<file path="src/rtl/even_parity_uart_tx.sv">
// even_parity_uart_tx
// Serial transmitter: start bit, 8 data bits LSB first, even parity bit, stop.
// The parity bit is derived from the latched byte, so every frame satisfies
// XOR(data bits, parity bit) == 0.
// Optional feature: define EVEN_PARITY_TX_STOP2_EN for two stop bits.
module even_parity_uart_tx #(
    parameter int CLKS_PER_BIT = 16
) (
    input  logic       clk,
    input  logic       rst,
    input  logic [7:0] data_in,
    input  logic       valid,
    output logic       ready,
    output logic       tx,
    output logic       busy,
    output logic       done
);

    // Bit-timer is wide enough for 0..CLKS_PER_BIT-1, never narrower than 1.
    localparam int TW = (CLKS_PER_BIT > 2) ? $clog2(CLKS_PER_BIT) : 1;
    localparam logic [TW-1:0] T_LAST = TW'(CLKS_PER_BIT - 1);
    localparam logic [TW-1:0] T_PRE  = TW'(CLKS_PER_BIT - 2);

    typedef enum logic [2:0] {
        IDLE,
        START,
        DATA,
        PARITY,
        STOP
    } state_t;

    state_t         state;
    logic [7:0]     shift_reg;
    logic           par;
    logic [TW-1:0]  timer;
    logic [2:0]     index;

    logic timer_last;
    logic last_stop;

    assign timer_last = (timer == T_LAST);

`ifdef EVEN_PARITY_TX_STOP2_EN
    // Two stop bits: the index counter is reused to count them (0, 1).
    assign last_stop = (index == 3'd1);
`else
    // One stop bit: the first stop bit is also the last.
    assign last_stop = 1'b1;
`endif

    // Frame sequencer: state, datapath and all outputs are registered together.
    always_ff @(posedge clk or posedge rst) begin
        // NOTE: every register, datapath included, has a defined reset value so
        // an abandoned frame leaves nothing behind; there is no memory array here.
        if (rst) begin
            state     <= IDLE;
            shift_reg <= '0;
            par       <= 1'b0;
            timer     <= '0;
            index     <= '0;
            tx        <= 1'b1;
            ready     <= 1'b1;
            busy      <= 1'b0;
            done      <= 1'b0;
        end else begin
            // NOTE: non-blocking assignments throughout, so every right-hand
            // side sees the pre-edge value (e.g. shift_reg[1] below).
            done <= 1'b0;

            if (state != IDLE) begin
                timer <= timer_last ? '0 : timer + TW'(1);
            end

            case (state)
                IDLE: begin
                    if (valid && ready) begin
                        shift_reg <= data_in;
                        par       <= ^data_in;
                        timer     <= '0;
                        index     <= '0;
                        state     <= START;
                        tx        <= 1'b0;
                        ready     <= 1'b0;
                        busy      <= 1'b1;
                    end
                end

                START: begin
                    if (timer_last) begin
                        state <= DATA;
                        tx    <= shift_reg[0];
                    end
                end

                DATA: begin
                    if (timer_last) begin
                        shift_reg <= shift_reg >> 1;
                        // Index wraps 7 -> 0, leaving it cleared for STOP.
                        index     <= index + 3'd1;
                        if (index == 3'd7) begin
                            state <= PARITY;
                            tx    <= par;
                        end else begin
                            tx    <= shift_reg[1];
                        end
                    end
                end

                PARITY: begin
                    if (timer_last) begin
                        state <= STOP;
                        tx    <= 1'b1;
                    end
                end

                STOP: begin
                    // done is registered, so it is raised one cycle early to
                    // land exactly on the final cycle of the last stop bit.
                    if (last_stop && timer == T_PRE) begin
                        done <= 1'b1;
                    end
                    if (timer_last) begin
                        if (last_stop) begin
                            state <= IDLE;
                            index <= '0;
                            ready <= 1'b1;
                            busy  <= 1'b0;
                        end else begin
                            index <= index + 3'd1;
                        end
                    end
                end

                default: begin
                    state <= IDLE;
                    tx    <= 1'b1;
                    ready <= 1'b1;
                    busy  <= 1'b0;
                end
            endcase
        end
    end

endmodule

</file>
<file path="config.mk">
export PLATFORM = sky130hd
export DESIGN_NAME = even_parity_uart_tx
export DESIGN_NICKNAME = d
export VERILOG_FILES = /design/src/rtl/even_parity_uart_tx.sv
export SDC_FILE = /design/constraint.sdc
export NUM_CORES = 1
export LEC_CHECK = 0
export CAP_MARGIN = 20
export CORE_MARGIN = 10
export CORE_UTILIZATION = 49
export CTS_CLUSTER_SIZE = 24
export DETAILED_ROUTE_END_ITERATION = 10
export GPL_TIMING_DRIVEN = 0
export PLACE_DENSITY = 0.83
export SLEW_MARGIN = 20
export SYNTH_ARGS = -nofsm -noshare
export SYNTH_HDL_FRONTEND = slang
export SYNTH_SLANG_ARGS = --single-unit
</file>
<file path="constraint.sdc">
create_clock -name clk -period 1.85 [get_ports clk]
set_input_delay 0.2775 -clock clk [delete_from_list [all_inputs] [get_ports clk]]
set_output_delay 0.2775 -clock clk [all_outputs]
set_load 0.1 [all_outputs]
</file>
# Yosys cells after proc, flatten, opt, wreduce, memory -nomap -nowiden
# Index checks and enable logic that the tools add are counted.
# word_totals
input_bits	11
regBits	23
# op_classes
eq_ne	13
addsub	2
n_reduce_logical	13
n_bitwise	2
muxes	29
# op_table
cell	n
$mux 3	8
$mux 4	4
$mux 8	2
$pmux 8 s2	1
$pmux 3 s5	1
$ne 2x2->1 const B	6
$mux 1	9
$pmux 3 s3	1
$eq 4x4->1 const B	2
$reduce_xor 8->1	1
$eq 3x2->1 const B	2
$eq 3x3->1 const B	2
$pmux 1 s3	2
$reduce_and 3->1	2
$reduce_and 6->1	1
$reduce_bool 3->1	2
$pmux 1 s5	1
$reduce_and 5->1	1
$add 4x1->4 const B	1
$reduce_and 4->1	1
$add 3x1->3 const B	1
$eq 3x1->1 const B	1
$logic_not 3->1	1
$reduce_or 3->1	1
4 further kinds	5

# Depth between registers and ports, before layout
# Gate-level depths: netlist of the first run.
# logic_depth
ltp_word	5
depth_mapped	6

# Worst setup path after synthesis of the first run
# Ideal clock, no wire load.
# synth_timing
path_type	register -> register
start	register ready
end	register shift_reg[4]
stages_incl_launch_ff	6
synth_period_minus_slack_ns	2.022
setup_slack_ns	-0.172
setup_time_ns	0.077
arrival_time_ns	1.945
path_cell_list	dfstp_2 -> a21oi_1 -> a2111oi_4 -> buf_4 -> nor2_1 -> a21oi_1
# synth_between
elab_chain_cells	3
# synth_lines
item	line_no	source
start, declared	13	output logic ready,
start signal, assigned	62	ready <= 1'b1;
start signal, assigned	83	ready <= 1'b0;
start signal, assigned	126	ready <= 1'b1;
$logic_and 1x1->1	76	if (valid && ready) begin
$ne 2x2->1 (no line)	n/a	
$reduce_and 3->1 (no line)	n/a	
end signal, assigned	77	shift_reg <= data_in;
end signal, assigned	97	shift_reg <= shift_reg >> 1;
end, declared	33	logic [7:0] shift_reg;
# No other way between the ends.
# A chain may end at the register's enable or synchronous reset.

# Worst setup path in the final report of the first run
# layout_timing
start	register done
end	output done
# layout_lines
item	line_no	source
start, declared	16	output logic done
start signal, assigned	64	done <= 1'b0;
start signal, assigned	68	done <= 1'b0;
start signal, assigned	120	done <= 1'b1;
# No word-level cell between the ends.

==> flow_metrics.env, run 1 <==
export IMPL_ys_seq_area_share_pct=44.5
export IMPL_synthMuxAreaShare_pct=9.53
export IMPL_grt_pass1_wl_um=4700
export IMPL_synth_cells=127
export IMPL_coreArea_mm2=0.00250
export IMPL_min_period_ps=1770
export IMPL_largest_register_ffs=8
export IMPL_final_cell_mix="21 x dfrtp_1, 14 x nor2_1, 12 x a21oi_1, 12 x o21ai_0, 10 x clkdlybuf4s50_1"
export IMPL_critical_path_top_delay_family="buffers and inverters"
export IMPL_place_hpwl_um=2000
export IMPL_drt_wl_total_um=2780
export IMPL_stdcell_count=179
export IMPL_path_depth=1
export IMPL_power_density_mw_per_mm2=1430
export IMPL_r2r_cells=5
export IMPL_layout_commonest_cell="dfrtp_1"
export IMPL_top_layer="met4"
export IMPL_cts_num_sinks=23
export IMPL_dr_pass1_iters=4
export IMPL_wl_met1_um=1100
export IMPL_root_buffer="clkbuf_4"
export IMPL_synth_top_family_by_area="compound AO/OA/AOI/OAI gates"
export IMPL_synth_xor_area_share_pct=5.39
export IMPL_clk_latency_ps=310
export IMPL_fin_skew_ps=3.29
export IMPL_synth_area_mm2=0.00130
export IMPL_num_antenna_cells=0
export IMPL_ctsHoldBuffers=0
export IMPL_synth_warnings=0
export IMPL_clk_pin_slew_ps=120
export IMPL_track_usage_pct=11.1
export IMPL_place_ws_ps=-216
export IMPL_ys_ff_latch=23
export IMPL_postRouteAntennaNets=0
export IMPL_cpPeakStageDelay_ps=850
export IMPL_syn2layout_area_growth_pct=19.3
export IMPL_yosys_area_share_simple_pct=13.1
export IMPL_final_layout_size_suffix_gt1_share_pct=20.8
export IMPL_initial_core_util_pct=52.0
export IMPL_antenna_found_initial=0
export IMPL_crit_fanout=1
export IMPL_route_met2_wl_um=1440
export IMPL_die_width_um=71.5
export IMPL_grt_max_degree=24
export IMPL_cts_tree="yes"
export IMPL_cts_made_buffers=3
export IMPL_die_h_um=71.5
export IMPL_finalCritPeriodShare_pct=95.8
export IMPL_total_power_w=0.00222
export IMPL_cts_htree_levels=1
export IMPL_final_nets=165
export IMPL_vias_per_cell=5.80
export IMPL_fillers=206
export IMPL_drc=0
export IMPL_synth_fa_ha_area_share_pct=4.72
export IMPL_io_buffer_count=14
export IMPL_status="complete, no violations"
export IMPL_cp_required_ps=1570
export IMPL_dr_wl_met3_um=157
export IMPL_timing_fmax_ghz=0.564
export IMPL_wl_per_cell_um=15.5
export IMPL_peakVddDrop_mv=1.22
export IMPL_synth_edf_count=0
export IMPL_dieArea_mm2=0.00511
export IMPL_setup_ws_ps=78.4
export IMPL_ys_types=33
export IMPL_syn_nets=142
export IMPL_gp_congestion=0.868
export IMPL_rows=18
export IMPL_cap_violations=0
export IMPL_via_count=1039
export IMPL_holdCritPathClass="input pin to asynchronous set/reset pin"
export IMPL_async_flop_share_pct=100
export IMPL_critPathArrivalTime_ps=1490
export IMPL_hold_viol_final=0
export IMPL_ios=15
export IMPL_cp_end_kind="output port"
export IMPL_synth_compound_area_share_pct=18.0
export IMPL_max_clock_path_buffers=2
export IMPL_crit_chain="dlygate4sd2_1"
export IMPL_timing_setup_tns_ps=0
export IMPL_worst_path_buf_inv=1
export IMPL_drv_slew=0
export IMPL_drt_iter0_markers=47
export IMPL_synthFlopType="dfrtp_1"
export IMPL_critPathSlowestCell="dlygate4sd2_1"
export IMPL_relSlewSlack_pct=36.5
export IMPL_grt_ovfl_total=0
export IMPL_avgSynthCellArea_um2=10.2
export IMPL_start_kind="flop"
export IMPL_grt_pass1_vias=1085
export IMPL_p_leak_nw=0.678
export IMPL_setup_viol=0
export IMPL_critPathKind="flop to output port"
export IMPL_dp_cells=171
export IMPL_worst_pin_slew_ps=956
==> what timing repair did <==
item	4_1_cts	5_1_grt
endpoints found under the setup margin	10	7
resized for setup	11	5
gates cloned	0	0
setup buffers	2	2
pin swaps	0	2
==> final cells by class <==
| type | count | area [um2] | area share [%] |
|---|---|---|---|
| Sequential cell | 23 | 582 | 37.5 |
| Tap cell | 30 | 37.5 | 2.42 |
| Buffer | 5 | 47.5 | 3.06 |
| Clock buffer | 4 | 26.3 | 1.69 |
| Timing Repair Buffer | 18 | 160 | 10.3 |
| Inverter | 4 | 15.0 | 0.968 |
| Multi-Input combinational cell | 95 | 683 | 44.0 |
==> where the power goes <==
group          total (W)  internal (W)  switching (W)
clock network   0.000228     0.0000841       0.000144
registers       0.000854      0.000692       0.000162
logic            0.00114      0.000491       0.000648
total            0.00222       0.00127       0.000954
==> stage by stage <==
step / area, um2 / util [%] / hold WS, ps
after global placement: 1490 / 59.4 / 467
after CTS: 1540 / 61.6 / 469
final: 1550 / 62.1 / 439
after detailed placement: 1490 / 59.4 / 472
after floorplan: 1310 / - / 278
after global routing: 1550 / 62.1 / 503
==> routing by layer <==
layer  global-route usage (%)  vias up
li1                         -      495
met2                     20.5       40
met3                     3.17       10
met5                        0        -
met4                     6.45        0
met1                     10.8      494
==> cells in the mapped netlist (2+ instances only) <==
| library cell | n | area [um2] |
|---|---|---|
| a21oi_1 | 13 | 65.1 |
| nand3_1 | 4 | 20.0 |
| nand2_1 | 8 | 30.0 |
| mux2i_1 | 9 | 90.1 |
| mux2_2 | 3 | 33.8 |
| buf_6 | 2 | 22.5 |
| xnor2_1 | 8 | 70.1 |
| o21ai_0 | 12 | 60.1 |
| ha_1 | 4 | 50.1 |
| nor2_1 | 15 | 56.3 |
| dfrtp_1 | 21 | 526 |
| and3_2 | 3 | 22.5 |
| dfstp_2 | 2 | 52.6 |
| inv_1 | 4 | 15.0 |
==> kinds of logic (layout without fill, tap and decap cells) <==
family,count (synthesis),after routing
AND/OR/NAND/NOR,35,35
XOR/XNOR,8,8
buffers and inverters,9,31
adder cells (fa/ha/maj),5,5
AO/OA/AOI/OAI,35,35
flip-flops,23,23
multiplexers,12,12
==> worst paths after layout <==
kind	from	endpoint	slack, ps
min reg2reg	par	par	490
min	rst	shift_reg[6]	440
max in group asynchronous	rst	state[2]	880
max	done	done	80
max reg2reg	timer[0]	index[2]	80
min in group clk	par	par	490
Note: power is estimated with default switching activity, not from simulation.
==> run 2, diff against run 1 <==
--- a/config.mk
+++ b/config.mk
@@ -8,7 +8,6 @@
 export CAP_MARGIN = 20
 export CORE_MARGIN = 10
 export CORE_UTILIZATION = 49
-export CTS_CLUSTER_SIZE = 24
 export DETAILED_ROUTE_END_ITERATION = 10
 export GPL_TIMING_DRIVEN = 0
 export PLACE_DENSITY = 0.83
==> results of run 2 <==
The final DEF is identical to that of run 1; final timing and power are the same.
==> run 3, diff against run 2 <==
--- a/config.mk
+++ b/config.mk
@@ -5,10 +5,11 @@
 export SDC_FILE = /design/constraint.sdc
 export NUM_CORES = 1
 export LEC_CHECK = 0
-export CAP_MARGIN = 20
 export CORE_MARGIN = 10
 export CORE_UTILIZATION = 49
+export CTS_BUF_LIST = sky130_fd_sc_hd__clkbuf_16
 export DETAILED_ROUTE_END_ITERATION = 10
+export GPL_ROUTABILITY_DRIVEN = 0
 export GPL_TIMING_DRIVEN = 0
 export PLACE_DENSITY = 0.83
 export SLEW_MARGIN = 20
==> flow_metrics.env, run 3 (synthesis results as in run 1) <==
export IMPL_status="complete, no violations"
export IMPL_worstSetupStartpoint="timer[1]"
export IMPL_cts_tree="yes"
export IMPL_reg2reg_slack_ps=80
export IMPL_power_density_mw_per_mm2=1520
export IMPL_worst_pin_slew_ps=956
export IMPL_place_hpwl_um=2000
export IMPL_initial_core_util_pct=52.0
export IMPL_die_width_um=71.5
export IMPL_vias_per_cell=5.75
export IMPL_relSlewSlack_pct=36.5
export IMPL_min_period_ps=1770
export IMPL_rows=18
export IMPL_setup_viol=0
export IMPL_final_cell_mix="21 x dfrtp_1, 14 x nor2_1, 12 x a21oi_1, 12 x o21ai_0, 10 x clkdlybuf4s50_1"
export IMPL_hold_viol_final=0
export IMPL_dieArea_mm2=0.00511
export IMPL_crit_end="index[2]"
export IMPL_syn2layout_area_growth_pct=23.9
export IMPL_cp_required_ps=1990
export IMPL_clkPwrFrac_pct=18.7
export IMPL_largest_register_ffs=8
export IMPL_peakVddDrop_mv=1.11
export IMPL_num_antenna_cells=0
export IMPL_p_comb_share_pct=46.4
export IMPL_crit_fanout=5
export IMPL_timing_setup_tns_ps=0
export IMPL_swShare_pct=39.8
export IMPL_rsz0062_at_grt="no"
export IMPL_fin_skew_ps=2.14
export IMPL_p_sw_w=0.000971
export IMPL_io_buffer_count=14
export IMPL_internal_power_w=0.00147
export IMPL_holdCritPathClass="flop to flop"
export IMPL_p_leak_nw=0.698
export IMPL_r2r_end="index[2]"
export IMPL_cts_made_buffers=3
export IMPL_drt_iter0_markers=33
export IMPL_whs_ps=499
export IMPL_finalCritPeriodShare_pct=95.4
export IMPL_ios=15
export IMPL_coreArea_mm2=0.00250
export IMPL_cp_end_kind="flop"
export IMPL_timing_fmax_ghz=0.566
export IMPL_die_h_um=71.5
export IMPL_grt_pass1_wl_um=4710
export IMPL_r2r_start="timer[1]"
export IMPL_start_kind="flop"
export IMPL_cap_violations=0
export IMPL_critPathArrivalTime_ps=1900
export IMPL_drc=0
export IMPL_final_nets=164
export IMPL_postRouteAntennaNets=0
export IMPL_layout_commonest_cell="dfrtp_1"
export IMPL_max_clock_path_buffers=2
export IMPL_wl_per_cell_um=15.6
export IMPL_final_layout_size_suffix_gt1_share_pct=19.6
export IMPL_antenna_found_initial=0
export IMPL_clk_pin_slew_ps=60
export IMPL_drv_slew=0
export IMPL_clk_latency_ps=250
export IMPL_track_usage_pct=11.2
export IMPL_grt_pass1_vias=1083
export IMPL_fillers=188
export IMPL_seq_power_share_pct=34.9
export IMPL_cts_num_sinks=23
export IMPL_grt_ovfl_total=0
export IMPL_root_buffer="clkbuf_16"
export IMPL_dr_pass1_iters=4
export IMPL_cts_htree_levels=1
export IMPL_worstHoldStart="index[0]"
export IMPL_drt_wl_total_um=2770
export IMPL_r2r_cells=5
export IMPL_grt_max_degree=24
export IMPL_critPathKind="flop to flop"
export IMPL_fin_util_pct=64.4
export IMPL_via_count=1023
run 3: cell types whose count changed in the layout (fill, tap and decap cells not counted), sizes merged:
cell           before  now
buf                 8    6
clkbuf              7    5
clkdlybuf4s15       1    2
dlygate4sd2         1    2
inv                 4    5
run 3: repair_timing:
action	in CTS	in global routing
hold buffers	0	0
endpoints found under the hold margin	0	0
gates resized for setup	10	3
endpoints found under the setup margin	10	4
buffers inserted	2	1
pin swaps	0	2
run 3: power by group through the flow:
stage / registers [W] / logic (W) / clock network (W)
5_1_grt: 0.000875 / 0.00125 / 0.000494
3_5_place_dp: 0.000862 / 0.00103 / 0
2_1_floorplan: 0.000911 / 0.000741 / 0
3_3_place_gp: 0.000844 / 0.000982 / 0
4_1_cts: 0.000852 / 0.00110 / 0.000464
6_report: 0.000853 / 0.00113 / 0.000456
run 3: metal layers:
metal / routed length [um] / global-route usage [%] / up-vias / share of wire (%)
met1: 1120 / 11.4 / 495 / 40
met4: 63 / 5.16 / 0 / 2.3
met3: 130 / 3.31 / 9 / 4.7
met2: 1460 / 20.6 / 29 / 53
met5: 0 / 0 / - / 0
li1: - / - / 490 / -
run 3: how the worst min path moves through the flow:
stage | end | depth (start not counted)
6_report | index[0] | 1
5_1_grt | index[0] | 1
4_1_cts | index[0] | 1
3_5_place_dp | par | 2
3_3_place_gp | par | 2
2_1_floorplan | busy | 1
run 3: per-stage QoR:
stage	cells	cell area, um2	total power [W]	setup slack, ps
floorplan	127	1310	0.00165	45.9
global placement	171	1490	0.00183	-215
detailed placement	171	1490	0.00189	-216
CTS	177	1590	0.00242	27.2
global route	178	1610	0.00262	18.0
finish	178	1610	0.00244	84.6
run 3: final cells by class:
| class | instances | area (um2) | share of cell area, % |
|---|---|---|---|
| sequential | 23 | 582 | 36.1 |
| tap | 30 | 37.5 | 2.33 |
| clock buffer | 3 | 75.1 | 4.66 |
| clock inverter | 1 | 3.75 | 0.233 |
| timing repair buffer | 17 | 163 | 10.1 |
| multi-input combinational | 95 | 683 | 42.4 |
| buffer | 5 | 51.3 | 3.19 |
| inverter | 4 | 15.0 | 0.932 |
run 3: critical path, stage by stage, from the launching register on:
cell and delay [ps]:
dfrtp_1 390, ha_4 190, nand3_4 110, maj3_2 350
a211oi_4 220, mux2_2 370
